**config.mk**
```make
export PLATFORM = sky130hd
export DESIGN_NAME = seg_execute_muldiv
export DESIGN_NICKNAME = d
export VERILOG_FILES = /design/src/rtl/seg_execute_muldiv.sv
export SDC_FILE = /design/constraint.sdc
export NUM_CORES = 1
export LEC_CHECK = 0
export CORE_MARGIN = 2
export CORE_UTILIZATION = 34
export CTS_BUF_LIST = sky130_fd_sc_hd__clkbuf_16
export CTS_CLUSTER_SIZE = 40
export DETAILED_ROUTE_END_ITERATION = 8
export GPL_ROUTABILITY_DRIVEN = 1
export SETUP_SLACK_MARGIN = 0.2
export SLEW_MARGIN = 0
export SYNTH_ARGS = -nofsm -noshare
export SYNTH_HDL_FRONTEND = slang
export SYNTH_SLANG_ARGS = --single-unit
```
**constraint.sdc**
```tcl
create_clock -name i_clk -period 6.7 [get_ports i_clk]
set_input_delay 2.01 -clock i_clk [delete_from_list [all_inputs] [get_ports i_clk]]
set_output_delay 2.01 -clock i_clk [all_outputs]
set_load 0.01 [all_outputs]
```
**src/rtl/seg_execute_muldiv.sv**
```systemverilog
// rtl/seg_execute_muldiv.sv - iterative EX-stage multiply/divide unit with HI/LO registers
module seg_execute_muldiv #(
  parameter int LEN     = 32,
  parameter int NB_MDOP = 4
) (
  input  logic               i_clk,
  input  logic               i_rst,
  input  logic               i_valid,
  input  logic               i_flush,
  input  logic [NB_MDOP-1:0] i_md_op,
  input  logic [LEN-1:0]     i_data_a,
  input  logic [LEN-1:0]     i_data_b,
  output logic [LEN-1:0]     o_result,
  output logic [LEN-1:0]     o_hi,
  output logic [LEN-1:0]     o_lo,
  output logic               o_busy,
  output logic               o_stall,
  output logic               o_done
);

  localparam int CW = $clog2(LEN + 1);

  localparam logic [NB_MDOP-1:0] OP_MULT  = NB_MDOP'(1);
  localparam logic [NB_MDOP-1:0] OP_MULTU = NB_MDOP'(2);
  localparam logic [NB_MDOP-1:0] OP_DIV   = NB_MDOP'(3);
  localparam logic [NB_MDOP-1:0] OP_DIVU  = NB_MDOP'(4);
  localparam logic [NB_MDOP-1:0] OP_MFHI  = NB_MDOP'(5);
  localparam logic [NB_MDOP-1:0] OP_MFLO  = NB_MDOP'(6);
  localparam logic [NB_MDOP-1:0] OP_MTHI  = NB_MDOP'(7);
  localparam logic [NB_MDOP-1:0] OP_MTLO  = NB_MDOP'(8);

  typedef enum logic [1:0] {S_IDLE, S_BUSY, S_FIX} state_t;

  state_t              state_q, state_d;
  logic [CW-1:0]       cnt_q, cnt_d;
  logic [LEN-1:0]      hi_q, hi_d, lo_q, lo_d;
  logic [LEN-1:0]      a_q, a_d, b_q, b_d, a_raw_q, a_raw_d;
  logic [2*LEN-1:0]    p_q, p_d;
  logic                is_div_q, is_div_d, dz_q, dz_d;
  logic                neg_q, neg_d, rneg_q, rneg_d;
  logic                done_q, done_d;

  logic                start, signed_op, a_neg, b_neg, is_div_op;
  logic [LEN-1:0]      a_abs, b_abs;
  logic [LEN:0]        mul_sum, rem_sh, rem_sub;
  logic                q_bit;
  logic [2*LEN-1:0]    prod_fix;

  // Accept check: only long-running ops start the FSM
  assign start = (state_q == S_IDLE) && i_valid && !i_flush &&
                 (i_md_op == OP_MULT || i_md_op == OP_MULTU ||
                  i_md_op == OP_DIV  || i_md_op == OP_DIVU);

  assign o_busy  = (state_q != S_IDLE);
  assign o_stall = i_valid && (32'(i_md_op) >= 32'd1) && (32'(i_md_op) <= 32'd8) &&
                   (state_q != S_IDLE);
  assign o_hi    = hi_q;
  assign o_lo    = lo_q;
  assign o_done  = done_q;
  assign o_result = (i_md_op == OP_MFHI) ? hi_q :
                    (i_md_op == OP_MFLO) ? lo_q : '0;

  // Next-state, iteration datapath and HI/LO write selection
  always_comb begin
    state_d   = state_q;
    cnt_d     = cnt_q;
    hi_d      = hi_q;
    lo_d      = lo_q;
    a_d       = a_q;
    b_d       = b_q;
    a_raw_d   = a_raw_q;
    p_d       = p_q;
    is_div_d  = is_div_q;
    dz_d      = dz_q;
    neg_d     = neg_q;
    rneg_d    = rneg_q;
    done_d    = 1'b0;

    signed_op = (i_md_op == OP_MULT) || (i_md_op == OP_DIV);
    is_div_op = (i_md_op == OP_DIV) || (i_md_op == OP_DIVU);
    a_neg     = signed_op && i_data_a[LEN-1];
    b_neg     = signed_op && i_data_b[LEN-1];
    a_abs     = a_neg ? -i_data_a : i_data_a;
    b_abs     = b_neg ? -i_data_b : i_data_b;

    // shift-add step: conditionally add multiplicand to upper half, shift right
    mul_sum   = {1'b0, p_q[2*LEN-1:LEN]} + ({1'b0, a_q} & {(LEN+1){p_q[0]}});
    // restoring divide step: shift next dividend bit into the partial remainder
    rem_sh    = {p_q[2*LEN-1:LEN], p_q[LEN-1]};
    q_bit     = (rem_sh >= {1'b0, b_q});
    rem_sub   = q_bit ? (rem_sh - {1'b0, b_q}) : rem_sh;
    prod_fix  = neg_q ? -p_q : p_q;

    case (state_q)
      S_IDLE: begin
        if (start) begin
          state_d  = S_BUSY;
          cnt_d    = CW'(LEN);
          a_d      = a_abs;
          b_d      = b_abs;
          a_raw_d  = i_data_a;
          is_div_d = is_div_op;
          dz_d     = (i_data_b == '0);
          neg_d    = a_neg ^ b_neg;
          rneg_d   = a_neg;
          p_d      = is_div_op ? {{LEN{1'b0}}, a_abs} : {{LEN{1'b0}}, b_abs};
        end else if (i_valid && !i_flush) begin
          if (i_md_op == OP_MTHI) hi_d = i_data_a;
          if (i_md_op == OP_MTLO) lo_d = i_data_a;
        end
      end
      S_BUSY: begin
        if (i_flush) begin
          state_d = S_IDLE;
          cnt_d   = '0;
        end else begin
          cnt_d = cnt_q - CW'(1);
          if (is_div_q) p_d = {rem_sub[LEN-1:0], p_q[LEN-2:0], q_bit};
          else          p_d = {mul_sum, p_q[LEN-1:1]};
          if (cnt_q == CW'(1)) state_d = S_FIX;
        end
      end
      S_FIX: begin
        state_d = S_IDLE;
        cnt_d   = '0;
        if (!i_flush) begin
          done_d = 1'b1;
          if (dz_q) begin
            hi_d = a_raw_q;
            lo_d = '1;
          end else if (is_div_q) begin
            lo_d = neg_q  ? -p_q[LEN-1:0]       : p_q[LEN-1:0];
            hi_d = rneg_q ? -p_q[2*LEN-1:LEN]   : p_q[2*LEN-1:LEN];
          end else begin
            hi_d = prod_fix[2*LEN-1:LEN];
            lo_d = prod_fix[LEN-1:0];
          end
        end
      end
      default: begin
        state_d = S_IDLE;
        cnt_d   = '0;
      end
    endcase
  end

  // State and datapath registers; reset overrides flush and accept
  always_ff @(posedge i_clk) begin
    if (!i_rst) begin
      state_q  <= S_IDLE;
      cnt_q    <= '0;
      hi_q     <= '0;
      lo_q     <= '0;
      a_q      <= '0;
      b_q      <= '0;
      a_raw_q  <= '0;
      p_q      <= '0;
      is_div_q <= 1'b0;
      dz_q     <= 1'b0;
      neg_q    <= 1'b0;
      rneg_q   <= 1'b0;
      done_q   <= 1'b0;
    end else begin
      state_q  <= state_d;
      cnt_q    <= cnt_d;
      hi_q     <= hi_d;
      lo_q     <= lo_d;
      a_q      <= a_d;
      b_q      <= b_d;
      a_raw_q  <= a_raw_d;
      p_q      <= p_d;
      is_div_q <= is_div_d;
      dz_q     <= dz_d;
      neg_q    <= neg_d;
      rneg_q   <= rneg_d;
      done_q   <= done_d;
    end
  end

endmodule

```
=== After elaboration in Yosys (flattened, before gate mapping) ===
Index checks and enable logic that the tools add are counted.

* Add/subtract/negate cells: 8
* Magnitude comparators: 3
* Equal/unequal tests: 19
* Multiplexer cells: 35
* Bitwise operators: 2
* Reduce and logical (&&, ||, !) cells: 26

{| class="wikitable"
|+ Operators by type and width
! cell !! count
|-
| 32-bit two-way mux || 20
|-
| 64-bit two-way mux || 4
|-
| 32-bit negation || 4
|-
| 32-bit case mux with 2 select lines || 2
|-
| 64-bit case mux with 2 select lines || 1
|-
| 64-bit negation || 1
|-
| 32-bit by 33-bit adder with 33-bit output || 1
|-
| 32-bit by 33-bit bitwise AND with 33-bit output || 1
|-
| 33-bit by 32-bit greater-or-equal comparator with 1-bit output || 1
|-
| 32-bit logical NOT || 1
|-
| 32-bit subtractor || 1
|-
| 4-bit by 3-bit == test with 1-bit output, second input constant || 4
|-
| 6-bit two-way mux || 2
|-
| 6-bit case mux with 2 select lines || 1
|-
| 5-bit AND reduction || 2
|-
| 1-bit logical AND || 9
|-
| 4-bit by 2-bit == test with 1-bit output, second input constant || 2
|-
| 2-bit != test, second input constant || 4
|-
| 6-bit by 1-bit == test with 1-bit output, second input constant || 1
|-
| 2-bit two-way mux || 3
|-
| 2-bit by 1-bit != test with 1-bit output, second input constant || 3
|-
| 2-bit AND reduction || 3
|-
| 2-bit nonzero test || 3
|-
| 6-bit by 1-bit subtractor with 6-bit output, second input constant || 1
|-
| other kinds (14) || 18
|}

* Bits in registers: 237
* Input bits: 72
* Logic and storage cells: 106

=== Depth between registers and ports, before layout ===
* Depth after elaboration: 7
* Gate-level depth with buffers: 14

=== Worst setup path after synthesis ===
OpenSTA, ideal clock, no wires.

* Kind: input port to output port
* Start point: input i_md_op[3]
* End point: output o_result[10]
* Data arrival time: 3.169 ns
* Data required time: 4.690 ns
* Path slack: 1.521 ns
* Stages on the path: 6
* Cell sequence: clkbuf_1 and3b_1 nor2b_1 clkbuf_1 clkbuf_1 a22o_1

* Word-level cells in the longest chain between the ends: 3
* Elaborated cells between the ends (all ways): 4

{| class="wikitable"
|+ RTL lines
! item !! RTL line !! source
|-
| from (decl) || 10 || <nowiki>input logic [NB_MDOP-1:0] i_md_op,</nowiki>
|-
| 4-bit by 3-bit == test with 1-bit output || 61 || <nowiki>(i_md_op == OP_MFLO) ? lo_q : '0;</nowiki>
|-
| 32-bit two-way mux || 61 ||
|-
| 32-bit two-way mux (*) || 60 || <nowiki>assign o_result = (i_md_op == OP_MFHI) ? hi_q :</nowiki>
|-
| to (decl) || 13 || <nowiki>output logic [LEN-1:0] o_result,</nowiki>
|}

Every way passes the cells marked *; elsewhere a longest branch is shown, timed or not.

=== Worst setup path in the final report ===
* Start point: input i_md_op[3]
* End point: output o_result[15]

Same word-level chain as after synthesis.

==> results.toml <==
[run_status]
status = "complete, no violations"

[finish]
fill_cells = 5135
syn_to_final_growth_pct = 18.5
layout_common_cells = "nand2_1, dfxtp_1, nor2_1"
layout_commonest_cell = "nand2_1"
nNetsFinal = 2496
diodes = 0
fin_util_pct = 41.0
postLayoutCellArea_um2 = 20100
drive_gt1_share_pct = 5.10

[die]
placementRows = 81
fp.dieH_um = 228
dieArea_um2 = 51800
boundaryPins = 171
initial_utilization_pct = 34.6
coreArea_um2 = 49200
chipWidth_um = 228

[global_routing]
grt_max_degree = 71
grt_pass1_wl_um = 105000
grt_usage_pct = 26.9
grt.overflow.total = 0
grt_pass1_vias = 16648
antenna_found_initial = 1

[drt]
wl_um = 71400
drc = 0
firstDrtPassIters = 6
drtIter0Drc = 1542
avgRoutedWirePerCell_um = 23.5
viasPerCell = 5.88
vias = 17852
final_antenna_net_count = 0

[clocking]
post-cts-setup-buffers = 0
htree_levels = 1
cts.hold.buffers_added = 0
cts_root_buffer = "clkbuf_16"
insertion_delay_ps = 610
cts_tree = "yes"
cts-resized-gates = 0
cts-buffers-inserted = 29
path_clk_slew_ps = 60
cts_buffer_depth = 3
clock_sinks = 236

[synth]
synthArstFlopShare_pct = 0
ys_ff_latch = 236
ys.flop_type = "dfxtp_1"
syn_inst = 2281
ys_seq_area_share_pct = 27.8
avgSynthCellArea_um2 = 7.45
synthesis.area_um2 = 17000
ys_types = 78
yosys_warnings = 0
synth_edf_count = 0
syn_nets = 2425

[timing]
final.setup.tns_ps = 0
final.period_utilization_pct = 91.1
setup_violations = 0
finalHoldViolations = 0
rsz0062_at_grt = "no"
hold_slack_ps = 455
skew_ps = 38.0
worstMarginPinSlew_ps = 1310
drv_slew = 0
fmax_ghz = 0.164
final.min_clock_period_ps = 6100
slew_headroom_pct = 12.5

[worst_setup_path]
start_kind = "input pin"
critPathArrivalTime_ps = 4090
crit_required_ps = 4690
max_stage_delay_ps = 570
path_max_fanout = 32
cp_slowest_cell = "clkdlybuf4s50_1"
worstSetupPathType = "input pin to output port"
cp_cell_sequence = "clkdlybuf4s50_1 -> and3b_1 -> nor2b_2 -> buf_4 -> a22o_1 -> clkdlybuf4s50_1"
reg2reg_from = "p_q[0]$_SDFFE_PN0P_"
cpMostUsedCell = "clkdlybuf4s50_1"
end_kind = "output port"
critPathLaunch = "i_md_op[3]"

[place]
placedInstanceArea_um2 = 19200
gp_congestion = 0.929
port_buffers = 170
dp_hpwl_um = 54800

[worst_hold_path]
min_path_type = "flop to flop"
hp-start = "a_raw_q[26]$_SDFFE_PN0P_"

[pwr]
powerDensity_nw_per_um2 = 190
finalPower_uw = 3830
peakVddDrop_mv = 0.200
leakagePower_uw = 0.00738

[flow_run]
drv_cap = 0
-- cell type report --
class,instances,area (µm²),area share [%]
timing repair buffer,203,1950,9.68
multi-input combinational,1817,11400,56.8
tap,664,831,4.13
sequential,236,4730,23.5
inverter,65,246,1.22
clock buffer,29,726,3.60
clock inverter,21,218,1.08
-- stage by stage --
step                instances  worst slack, ps
finish                   3035              598
global placement         2985              673
global route             3035              493
floorplan                2281             1520
CTS                      3035              605
detailed placement       2985              600
-- per-layer routing --
| metal | wire (µm) | part of all wire [%] | vias up | global-route usage (%) |
|---|---|---|---|---|
| met1 | 30900 | 43 | 8600 | 36.5 |
| met3 | 5060 | 7.1 | 145 | 3.64 |
| met5 | 13 | 0.018 | - | 0 |
| met2 | 32300 | 45 | 727 | 42.7 |
| met4 | 3110 | 4.4 | 2 | 11.6 |
| li1 | - | - | 8378 | - |
-- flip-flops by register name, summed over array words and instances, names as in the netlist --
signal,flops
b_q,32
a_q,32
a_raw_q,31
rneg_q,1
p_q,64
cnt_q,6
o_hi,32
is_div_q,1
state_q,2
o_lo,32
dz_q,1
neg_q,1
o_done,1
-- path summary, 6_finish.rpt --
kind	endpoint	slack, ps	depth (start not counted)
min	a_raw_q[26]$_SDFFE_PN0P_	460	2
max	o_result[15]	600	6
min reg2reg	a_raw_q[26]$_SDFFE_PN0P_	460	2
max reg2reg	p_q[62]$_SDFFE_PN0P_	2360	12
-- report_power, final --
group,internal [µW],switching (µW)
Combinational,263,461
Sequential,1440,47.2
Clock,909,705
-- synthesized netlist by cell type, drive strengths merged (33+ instances only) --
library cell / count / area share (%)
nor3: 46 / 1.4
o31ai: 36 / 1.7
nor2: 232 / 5.1
a211oi: 75 / 3.3
o21ai: 164 / 4.8
a21o: 35 / 1.5
inv: 65 / 1.4
a22o: 33 / 1.7
dfxtp: 236 / 28
clkbuf: 144 / 3.2
xor2: 77 / 4.0
mux2i: 41 / 2.4
a21oi: 214 / 6.3
nand2: 277 / 6.1
and2: 43 / 1.6
ha: 70 / 5.2
xnor2: 101 / 5.2
-- critical path: cells and delay by family --
family	cells	cell delay, ps
compound gates	1	190
buf+inv	3	1440
simple gates	2	430
-- cell families after synthesis --
| family | after synthesis | synth area share, % |
|---|---|---|
| XOR/XNOR | 178 | 9.18 |
| adder cells (fa/ha/maj) | 72 | 5.39 |
| AO/OA/AOI/OAI | 760 | 29.2 |
| multiplexers | 47 | 2.81 |
| AND/OR/NAND/NOR | 760 | 20.5 |
| buffers and inverters | 228 | 5.15 |
| flip-flops | 236 | 27.8 |
Power figures use the tool's default switching activity.
